[src/rtl/spi_register_responder_if.sv]
// Register bus between the SPI responder (master side) and the register file (slave side).
`timescale 1ns/1ps
interface spi_register_responder_if;
   logic [6:0] reg_address;
   logic       reg_write;
   logic [7:0] reg_writedata;
   logic       reg_read;
   logic [7:0] reg_readdata;

   modport master (
      output reg_address,
      output reg_write,
      output reg_writedata,
      output reg_read,
      input  reg_readdata
   );

   modport slave (
      input  reg_address,
      input  reg_write,
      input  reg_writedata,
      input  reg_read,
      output reg_readdata
   );
endinterface

[src/rtl/spi_register_responder.sv]
// SPI mode-0 slave, oversampled in the 25 MHz domain, that turns host frames into
// single-cycle register read/write strobes and returns read data on MISO.
`timescale 1ns/1ps
module spi_register_responder #(
   parameter int unsigned SYNC_STAGES = 2,
   parameter logic [7:0]  IDLE_BYTE   = 8'hFF
) (
   input  logic                            clock,
   input  logic                            reset,
   input  logic                            spi_sclk,
   input  logic                            spi_mosi,
   input  logic                            spi_cs_n,
   output logic                            spi_miso,
   output logic                            spi_miso_oe,
   spi_register_responder_if.master        reg_bus,
   output logic                            frame_active,
   output logic                            partial_byte_error
);
   localparam int unsigned ADDR_W = 7;
   localparam int unsigned DATA_W = 8;
   localparam int unsigned CNT_W  = 3;

   localparam logic [2:0] WAIT_IDLE  = 3'd0;
   localparam logic [2:0] IDLE       = 3'd1;
   localparam logic [2:0] COMMAND    = 3'd2;
   localparam logic [2:0] WRITE_DATA = 3'd3;
   localparam logic [2:0] READ_DATA  = 3'd4;

   logic [SYNC_STAGES-1:0] sclk_sync, mosi_sync, cs_sync;
   logic                   sclk_d, cs_d;
   logic [SYNC_STAGES:0]   settle;
   logic                   sclk_s, mosi_s, cs_s;
   logic                   sclk_rise, sclk_fall, cs_fall, settled;

   logic [2:0]        state_q, state_d;
   logic [CNT_W-1:0]  bit_cnt;
   logic [DATA_W-2:0] rx_shift;
   logic [DATA_W-1:0] rx_byte;
   logic [DATA_W-1:0] tx_shift;
   logic [DATA_W-1:0] hold;
   logic [ADDR_W-1:0] next_addr;
   logic              rd_pending;
   logic              in_frame, byte_done;

   logic [ADDR_W-1:0] reg_address_q;
   logic [DATA_W-1:0] reg_writedata_q;
   logic              reg_write_q, reg_read_q;

   assign sclk_s    = sclk_sync[SYNC_STAGES-1];
   assign mosi_s    = mosi_sync[SYNC_STAGES-1];
   assign cs_s      = cs_sync[SYNC_STAGES-1];
   assign sclk_rise = sclk_s & ~sclk_d;
   assign sclk_fall = ~sclk_s & sclk_d;
   assign cs_fall   = ~cs_s & cs_d;
   // The synchronizers hold idle levels right after reset; only trust cs once they have flushed.
   assign settled   = settle[SYNC_STAGES];

   assign in_frame  = (state_q == COMMAND) || (state_q == WRITE_DATA) || (state_q == READ_DATA);
   // cs deassertion wins over a simultaneous 8th rising edge.
   assign byte_done = in_frame && sclk_rise && !cs_s && (bit_cnt == CNT_W'(7));
   assign rx_byte   = {rx_shift, mosi_s};

   assign spi_miso              = tx_shift[DATA_W-1];
   assign reg_bus.reg_address   = reg_address_q;
   assign reg_bus.reg_write     = reg_write_q;
   assign reg_bus.reg_writedata = reg_writedata_q;
   assign reg_bus.reg_read      = reg_read_q;

   // State register.
   always_ff @(posedge clock) begin
      if (reset) state_q <= WAIT_IDLE;
      else       state_q <= state_d;
   end

   // Next-state logic.
   always_comb begin
      state_d = state_q;
      case (state_q)
         WAIT_IDLE:  if (settled && cs_s) state_d = IDLE;
         IDLE:       if (cs_fall) state_d = COMMAND;
         COMMAND: begin
            if (cs_s)           state_d = IDLE;
            else if (byte_done) state_d = rx_byte[DATA_W-1] ? READ_DATA : WRITE_DATA;
         end
         WRITE_DATA: if (cs_s) state_d = IDLE;
         READ_DATA:  if (cs_s) state_d = IDLE;
         default:    state_d = WAIT_IDLE;
      endcase
   end

   // Pin synchronizers and edge-detect history.
   always_ff @(posedge clock) begin
      if (reset) begin
         sclk_sync <= '0;
         mosi_sync <= '0;
         cs_sync   <= '1;
         sclk_d    <= 1'b0;
         cs_d      <= 1'b1;
         settle    <= '0;
      end else begin
         sclk_sync <= {sclk_sync[SYNC_STAGES-2:0], spi_sclk};
         mosi_sync <= {mosi_sync[SYNC_STAGES-2:0], spi_mosi};
         cs_sync   <= {cs_sync[SYNC_STAGES-2:0], spi_cs_n};
         sclk_d    <= sclk_s;
         cs_d      <= cs_s;
         settle    <= {settle[SYNC_STAGES-1:0], 1'b1};
      end
   end

   // Shift registers, bit counter, register-bus strobes and status outputs.
   always_ff @(posedge clock) begin
      if (reset) begin
         bit_cnt            <= '0;
         rx_shift           <= '0;
         tx_shift           <= 8'hFF;
         hold               <= '0;
         next_addr          <= '0;
         rd_pending         <= 1'b0;
         reg_address_q      <= '0;
         reg_writedata_q    <= '0;
         reg_write_q        <= 1'b0;
         reg_read_q         <= 1'b0;
         spi_miso_oe        <= 1'b0;
         frame_active       <= 1'b0;
         partial_byte_error <= 1'b0;
      end else begin
         reg_write_q  <= 1'b0;
         reg_read_q   <= 1'b0;
         rd_pending   <= reg_read_q;
         spi_miso_oe  <= ~cs_s;
         frame_active <= (state_d == COMMAND) || (state_d == WRITE_DATA) || (state_d == READ_DATA);
         if (rd_pending) hold <= reg_bus.reg_readdata;

         if (state_q == IDLE && cs_fall) begin
            tx_shift <= IDLE_BYTE;
            bit_cnt  <= '0;
         end else if (in_frame) begin
            if (cs_s) begin
               if (bit_cnt != '0) partial_byte_error <= 1'b1;
               bit_cnt <= '0;
            end else begin
               if (sclk_rise) begin
                  rx_shift <= rx_byte[DATA_W-2:0];
                  bit_cnt  <= CNT_W'(bit_cnt + CNT_W'(1));
               end
               if (sclk_fall) begin
                  if (bit_cnt == '0) tx_shift <= (state_q == READ_DATA) ? hold : IDLE_BYTE;
                  else               tx_shift <= {tx_shift[DATA_W-2:0], 1'b1};
               end
               if (byte_done) begin
                  case (state_q)
                     COMMAND: begin
                        if (rx_byte[DATA_W-1]) begin
                           reg_read_q    <= 1'b1;
                           reg_address_q <= rx_byte[ADDR_W-1:0];
                           next_addr     <= ADDR_W'(rx_byte[ADDR_W-1:0] + ADDR_W'(1));
                        end else begin
                           next_addr     <= rx_byte[ADDR_W-1:0];
                        end
                     end
                     WRITE_DATA: begin
                        reg_write_q     <= 1'b1;
                        reg_address_q   <= next_addr;
                        reg_writedata_q <= rx_byte;
                        next_addr       <= ADDR_W'(next_addr + ADDR_W'(1));
                     end
                     READ_DATA: begin
                        reg_read_q    <= 1'b1;
                        reg_address_q <= next_addr;
                        next_addr     <= ADDR_W'(next_addr + ADDR_W'(1));
                     end
                     default: ;
                  endcase
               end
            end
         end
      end
   end
endmodule
[src/flat_wrapper.sv]
// flat-port wrapper written by rule: the top's interface ports become plain ports
module spi_register_responder_flat 
#(
   parameter int unsigned SYNC_STAGES = 2,
   parameter logic [7:0]  IDLE_BYTE   = 8'hFF
)
  (clock, reset, spi_sclk, spi_mosi, spi_cs_n, spi_miso, spi_miso_oe, frame_active, partial_byte_error, reg_bus_reg_address, reg_bus_reg_write, reg_bus_reg_writedata, reg_bus_reg_read, reg_bus_reg_readdata);
  spi_register_responder_if reg_bus_i ();
  input  logic clock;
  input  logic reset;
  input  logic spi_sclk;
  input  logic spi_mosi;
  input  logic spi_cs_n;
  output logic spi_miso;
  output logic spi_miso_oe;
  output logic frame_active;
  output logic partial_byte_error;
  output wire logic [$bits(reg_bus_i.reg_address)-1:0] reg_bus_reg_address;
  output wire logic [$bits(reg_bus_i.reg_write)-1:0] reg_bus_reg_write;
  output wire logic [$bits(reg_bus_i.reg_writedata)-1:0] reg_bus_reg_writedata;
  output wire logic [$bits(reg_bus_i.reg_read)-1:0] reg_bus_reg_read;
  input wire logic [$bits(reg_bus_i.reg_readdata)-1:0] reg_bus_reg_readdata;
  assign reg_bus_reg_address = reg_bus_i.reg_address;
  assign reg_bus_reg_write = reg_bus_i.reg_write;
  assign reg_bus_reg_writedata = reg_bus_i.reg_writedata;
  assign reg_bus_reg_read = reg_bus_i.reg_read;
  assign reg_bus_i.reg_readdata = reg_bus_reg_readdata;
  spi_register_responder #(.SYNC_STAGES(SYNC_STAGES), .IDLE_BYTE(IDLE_BYTE)) u_core (.clock(clock), .reset(reset), .spi_sclk(spi_sclk), .spi_mosi(spi_mosi), .spi_cs_n(spi_cs_n), .spi_miso(spi_miso), .spi_miso_oe(spi_miso_oe), .reg_bus(reg_bus_i), .frame_active(frame_active), .partial_byte_error(partial_byte_error));
endmodule
[config.mk]
export PLATFORM = sky130hd
export DESIGN_NAME = spi_register_responder_flat
export DESIGN_NICKNAME = d
export VERILOG_FILES = /design/src/rtl/spi_register_responder_if.sv /design/src/rtl/spi_register_responder.sv /design/src/flat_wrapper.sv
export SDC_FILE = /design/constraint.sdc
export NUM_CORES = 1
export LEC_CHECK = 0
export CELL_PAD_IN_SITES_DETAIL_PLACEMENT = 2
export CELL_PAD_IN_SITES_GLOBAL_PLACEMENT = 2
export CORE_AREA = 4 4 94 96
export CTS_BUF_LIST = sky130_fd_sc_hd__clkbuf_16
export DETAILED_ROUTE_END_ITERATION = 16
export DIE_AREA = 0 0 98 100
export GPL_ROUTABILITY_DRIVEN = 0
export PLACE_DENSITY_LB_ADDON = 0.1
export SLEW_MARGIN = 25
export SYNTH_ARGS = -nofsm -noshare
export SYNTH_HDL_FRONTEND = slang
export SYNTH_SLANG_ARGS = --single-unit
[constraint.sdc]
create_clock -name clock -period 4.7 [get_ports clock]
set_input_delay 0.47 -clock clock [delete_from_list [all_inputs] [get_ports clock]]
set_output_delay 0.47 -clock clock [all_outputs]
set_load 0.1 [all_outputs]
==> out/results.tsv <==
metric	value	unit
status	finished, final reports clean	
die-area	9800	µm²
io_pins	34	
area_growth	23.7	%
ys.flop_type	dfxtp_1	
syn_inst	306	
grt_remaining_overflow	0	
power	0.00139	W
numPortBuffers	33	
holdWs	410	ps
rsz0062_at_grt	no	
worst_ir_drop_vdd	0.000170	V
final_util	45.4	%
worstPathRequired	4890	ps
post_cts_buffers	0	
fin_crit	2550	ps
nets	348	
totalWireLength	7.79	mm
slowest_delay	850	ps
r2r_slack	2150	ps
drtPass1Iterations	4	
synthArstFlopShare	0	%
num_antenna_cells	0	
die_x	98	µm
clk_pin_slew_worst_paths	60	ps
htree_levels	3	
crit_slowest_cell	a2111oi_4	
rows	33	
die_h	100	µm
yosys_warnings	0	
wire_per_inst	17.7	µm
p_per_area	380	nW/µm²
start_util	36.7	%
antenna_found_initial	0	
seq_area_frac_synth	46.1	%
cap_violations	0	
start_kind	register	
worstSetupPathType	register to register	
cts_buffer_depth	2	
hold_path.class	register to register	
fmax	0.392	GHz
grt_pass1_wl	13.1	mm
arrival	2740	ps
routed_via_density	5.27	
tritoncts	built	
p_leak	1.30	nW
cts-root-buf	clkbuf_16	
ctsHoldBuffers	0	
crit_chain	or3b_1 > a2111oi_4 > mux2i_1 > nor2_1	
cp_num_buf_inv	0	
antenna_left	0	
grt.total_usage	16.7	%
slew_headroom	35.0	%
hold_violations	0	
cts_resized	0	
syn_area	2950	µm²
route.vias.total	2317	
grt_pass1_vias	2495	
finClkSkew	4.34	ps
cp_top_family	compound AO/OA/AOI/OAI gates	
maxSlewViolCount	0	
cts_buffers	9	
tns	0	ps
ys_seq_elements	68	
drt_iter0_markers	49	
grt_max_degree	43	
finalCritPeriodShare	54.3	%
layout-drive-gt1-share	9.55	%
fillCellCount	871	
yosysUniqueCellTypes	51	
cts.sinks	68	
end_kind	register	
avgSynthCellArea	9.65	µm²
drc	0	
cp_max_fo	15	
dp_hpwl	5.26	mm
core	8050	µm²
insertion_delay	330	ps
setup_viol	0	
worst_slew_pin_slew	972	ps
synthesis.nets	324	
synth_edf_count	0	
flip-flops by register name (all words and copies together), names as in the netlist, 2 cells and up:
register                      cells
u_core.cs_sync                    2
u_core.tx_shift                   8
u_core.bit_cnt                    3
u_core.mosi_sync                  2
u_core.reg_bus.reg_writedata      8
u_core.reg_bus.reg_address        7
u_core.state_q                    3
u_core.settle                     3
u_core.sclk_sync                  2
u_core.next_addr                  7
u_core.rx_shift                   7
u_core.hold                       8
stage by stage:
step           setup WS, ps  std cells  cell area, µm²
2_1_floorplan          3010        306            2950
3_3_place_gp           2310        424            3310
3_5_place_dp           2150        424            3310
4_1_cts                2120        440            3650
5_1_grt                2030        440            3650
6_report               2150        440            3650
area by class of cell:
| class | count | area (µm²) | area share, % |
|---|---|---|---|
| well taps | 105 | 131 | 3.60 |
| clock inverters | 7 | 114 | 3.12 |
| inverters | 6 | 22.5 | 0.616 |
| multi-input cells | 211 | 1470 | 40.1 |
| flip-flops and latches | 68 | 1360 | 37.3 |
| repair buffers | 34 | 333 | 9.11 |
| clock buffers | 9 | 225 | 6.16 |
cell usage in the layout (no fill, tap or decap), drive strengths merged, types with 2 or more instances in the layout:
cell type | synthesis | routed
a211oi | 10 | 10
a21bo | 3 | 3
a21oi | 14 | 14
a22oi | 2 | 2
a31oi | 2 | 2
buf | 7 | 2
bufinv | 0 | 3
clkbuf | 14 | 9
clkdlybuf4s50 | 0 | 32
clkinv | 0 | 2
dfxtp | 68 | 68
ha | 5 | 5
inv | 6 | 7
mux2i | 33 | 33
nand2 | 20 | 20
nand2b | 3 | 3
nand3 | 3 | 3
nand3b | 4 | 4
nand4 | 2 | 2
nor2 | 39 | 39
nor2b | 13 | 13
nor3 | 6 | 6
nor3b | 3 | 3
o211ai | 7 | 7
o21a | 2 | 2
o21ai | 5 | 5
o22ai | 11 | 11
o311ai | 2 | 2
o32ai | 3 | 3
or2 | 2 | 2
xnor2 | 3 | 3
path summary, 6_finish.rpt:
kind,start,endpoint,cells past startpoint
max,u_core.state_q[2]$_SDFF_PP0_,u_core.rx_shift[0]$_SDFFE_PP0P_,4
max reg2reg,u_core.state_q[2]$_SDFF_PP0_,u_core.rx_shift[0]$_SDFFE_PP0P_,4
min,u_core.cs_sync[0]$_SDFF_PP1_,u_core.cs_sync[1]$_SDFF_PP1_,1
min reg2reg,u_core.cs_sync[0]$_SDFF_PP1_,u_core.cs_sync[1]$_SDFF_PP1_,1
routing by layer:
layer | track usage, % | up-vias | part of all wire (%)
li1 | - | 1147 | -
met3 | 2.85 | 11 | 2.0
met2 | 28.9 | 25 | 50
met5 | 0 | - | 0
met4 | 5.75 | 0 | 1.4
met1 | 21.1 | 1134 | 46
cells in the mapped netlist, types with 2 or more instances:
cell type	instances	area, µm²
a211oi_1	6	45.0
a211oi_2	3	37.5
a21bo_2	3	30.0
a21oi_1	13	65.1
a22oi_1	2	15.0
a31oi_1	2	12.5
buf_2	3	15.0
buf_6	3	33.8
clkbuf_1	14	52.6
dfxtp_1	68	1360
ha_1	5	62.6
inv_1	6	22.5
mux2i_1	33	330
nand2_1	19	71.3
nand2b_1	3	18.8
nand3_1	3	15.0
nand3b_1	4	30.0
nand4_1	2	12.5
nor2_1	39	146
nor2b_1	13	81.3
nor3_1	6	30.0
nor3b_2	2	25.0
o211ai_1	7	52.6
o21a_1	2	15.0
o21ai_0	4	20.0
o22ai_1	11	68.8
o32ai_1	3	26.3
or2_2	2	12.5
xnor2_1	3	26.3
cell families (layout without fill, tap and decap cells):
| group | after synthesis | count (layout) | share of synthesized area [%] |
|---|---|---|---|
| adder cells (fa/ha/maj) | 5 | 5 | 2.12 |
| AND/OR/NAND/NOR | 104 | 104 | 18.2 |
| multiplexers | 33 | 33 | 11.2 |
| AO/OA/AOI/OAI | 66 | 66 | 17.0 |
| buffers and inverters | 27 | 56 | 4.45 |
| XOR/XNOR | 3 | 3 | 0.890 |
| flip-flops | 68 | 68 | 46.1 |
power breakdown:
part           leakage [nW]  internal (W)  total (W)  switching [W]
combinational         0.585     0.0000144  0.0000314      0.0000170
clock                 0.161      0.000516   0.000772       0.000256
sequential            0.550      0.000581   0.000586     0.00000498
total                  1.30       0.00111    0.00139       0.000278
worst reg2reg max path, delay by kind of cell (launching register included):
kind	cells	cell delay, ps
compound gates	1	850
mux	1	290
flops	1	590
simple gates	2	680
No activity file was read; power rests on OpenSTA's default activity.
==> patch (same settings) <==
`CNT_W`: 3 -> 6.
--- a/src/rtl/spi_register_responder.sv
+++ b/src/rtl/spi_register_responder.sv
@@ -18,7 +18,7 @@
 );
    localparam int unsigned ADDR_W = 7;
    localparam int unsigned DATA_W = 8;
-   localparam int unsigned CNT_W  = 3;
+   localparam int unsigned CNT_W  = 6;
 
    localparam logic [2:0] WAIT_IDLE  = 3'd0;
    localparam logic [2:0] IDLE       = 3'd1;
Behaviour: same outputs for any inputs over 10 cycles, from zero or initial values and one cycle with reset high; that may be too few to reach the edited logic, so the function may still have changed.
==> patch against the original RTL <==
- synthesized area up 7.2%
- first-iteration DRC count grew 120%
- wire length rose by 25%
- critical path type unchanged
- die area did not move
- sequential cell count rose by 3
- design area rose by 6.9%
- largest cell class unchanged
- critical path depth unchanged
- total power grew 3.1%
- setup slack worse by 0.058 ns
==> patch: results (changes against the original RTL) <==
| Metric | Value |
|---|---|
| Post-synthesis adder-cell area fraction | `0.01580 (was 0.02119)` |
| Filler cell count | `852 (was 871)` |
| Largest net degree at the start of global routing | `56 (was 43)` |
| Synthesis warning total | `0 (unchanged)` |
| Aggregate routed wire length | `9738 µm (was 7794 µm)` |
| Top post-synthesis cells by count | `dfxtp_1, nor2_1, nand2_1 (was dfxtp_1, nor2_1, mux2i_1)` |
| Initial antenna violation count | `0 (unchanged)` |
| Multi-input gates | `253 (was 211)` |
| Initial DRC Count | `110 (was 49)` |
| CP arrival | `2.83 ns (was 2.74 ns)` |
| Sequential share of cell area | `0.3639 (was 0.3726)` |
| M1 GR Usage | `0.2565 (was 0.2112)` |
| Worst slack, placed | `2.212 ns (was 2.147 ns)` |
| Met2 WL | `4844 µm (was 3924 µm)` |
| Unique masters post-synth | `57 (was 51)` |
| DP Wirelength | `6335 µm (was 5263 µm)` |
| Signal buffers | `35 (was 34)` |
| Yosys reg bits | `71 (was 68)` |
| Compound-Gate Fraction of Synth Area | `0.1786 (was 0.1703)` |
| Layout Skew | `0.01017 ns (was 0.004341 ns)` |
| Cell count after placement | `472 (was 424)` |
| Sequential-to-total area share from yosys stat | `0.4488 (was 0.4610)` |
| Met2 Resource Use GR | `0.3529 (was 0.2890)` |
| Post-route cell area | `3906 µm² (was 3654 µm²)` |
| Fraction of area in multi-input gates | `0.4193 (was 0.4014)` |
| Mux cell area share after synthesis | `0.07902 (was 0.1119)` |
| Signal buffers share of area | `0.08712 (was 0.09110)` |
| Primary FF master, synth | `dfxtp_1 (unchanged)` |
| Root buf cell | `clkbuf_16 (unchanged)` |
| H-tree levels | `3 (unchanged)` |
| Peak supply drop | `0.1750 mV (was 0.1703 mV)` |
| Clock transition at path regs | `0.06 ns (about the same)` |
| Crit-path max FO | `17 (was 15)` |
| Lkg Pwr | `1.402 nW (was 1.296 nW)` |
| Worst-Margin Slew | `0.9971 ns (was 0.9721 ns)` |
| Wire length on met3 | `382 µm (was 157 µm)` |
| Logic inverters | `8 (was 6)` |
| Xor-xnor portion of the synthesized cell area | `0.008297 (was 0.008898)` |
| Syn Nets | `371 (was 324)` |
| Fin crit share | `0.5554 (was 0.5431)` |
| Nets | `395 (was 348)` |
| WL per Instance | `19.95 µm (was 17.71 µm)` |
| Global-route wire length before repair | `16,010 µm (was 13,090 µm)` |
| Clk cell area share | `0.08840 (was 0.09281)` |
| DR top layer | `met4 (unchanged)` |
| Layout cells sized above 1 | `0.08616 (was 0.09552)` |
| Avg Cell Area, Syn | `8.946 µm² (was 9.650 µm²)` |
| Vias in the first global route | `2,995 (was 2,495)` |
| Status | `completed (unchanged)` |
| Dominant cells by area after synthesis | `dfxtp_1, mux2i_1, nor2_1 (unchanged)` |
| GRT Util Overall | `0.2043 (was 0.1672)` |
| Dpl cell area | `3546 µm² (was 3308 µm²)` |
| Metal-1 WL | `4384 µm (was 3600 µm)` |
| M3 GR Usage | `0.05629 (was 0.02849)` |
| Via density | `5.742 (was 5.266)` |
-- patch: cell count changes after synthesis, moves of 5 or more --
| cell | change |
|---|---|
| o21ai_0 | +5 |
| a311oi_1 | +5 |
| nand2_1 | +14 |
| nor2_1 | +10 |
| o22ai_1 | -11 |
| nor3_1 | +5 |
| mux2i_1 | -8 |
| o311ai_0 | +7 |
| a21oi_1 | +7 |
| nand3_1 | +5 |
| o211ai_1 | -6 |
-- patch: path summary, 6_finish.rpt --
path / slack, ns / start / end
max reg2reg: 2.09 / u_core.state_q[1] / u_core.reg_bus.reg_address[2]
min reg2reg: 0.42 / u_core.cs_sync[0] / u_core.cs_sync[1]
min: 0.42 / u_core.cs_sync[0] / u_core.cs_sync[1]
max: 2.09 / u_core.state_q[1] / u_core.reg_bus.reg_address[2]
-- patch: power by group --
| group | switching, mW | internal, mW | leakage [nW] |
|---|---|---|---|
| Sequential | 0.00558 | 0.607 | 0.575 |
| Combinational | 0.0200 | 0.0148 | 0.656 |
| Clock | 0.266 | 0.520 | 0.171 |
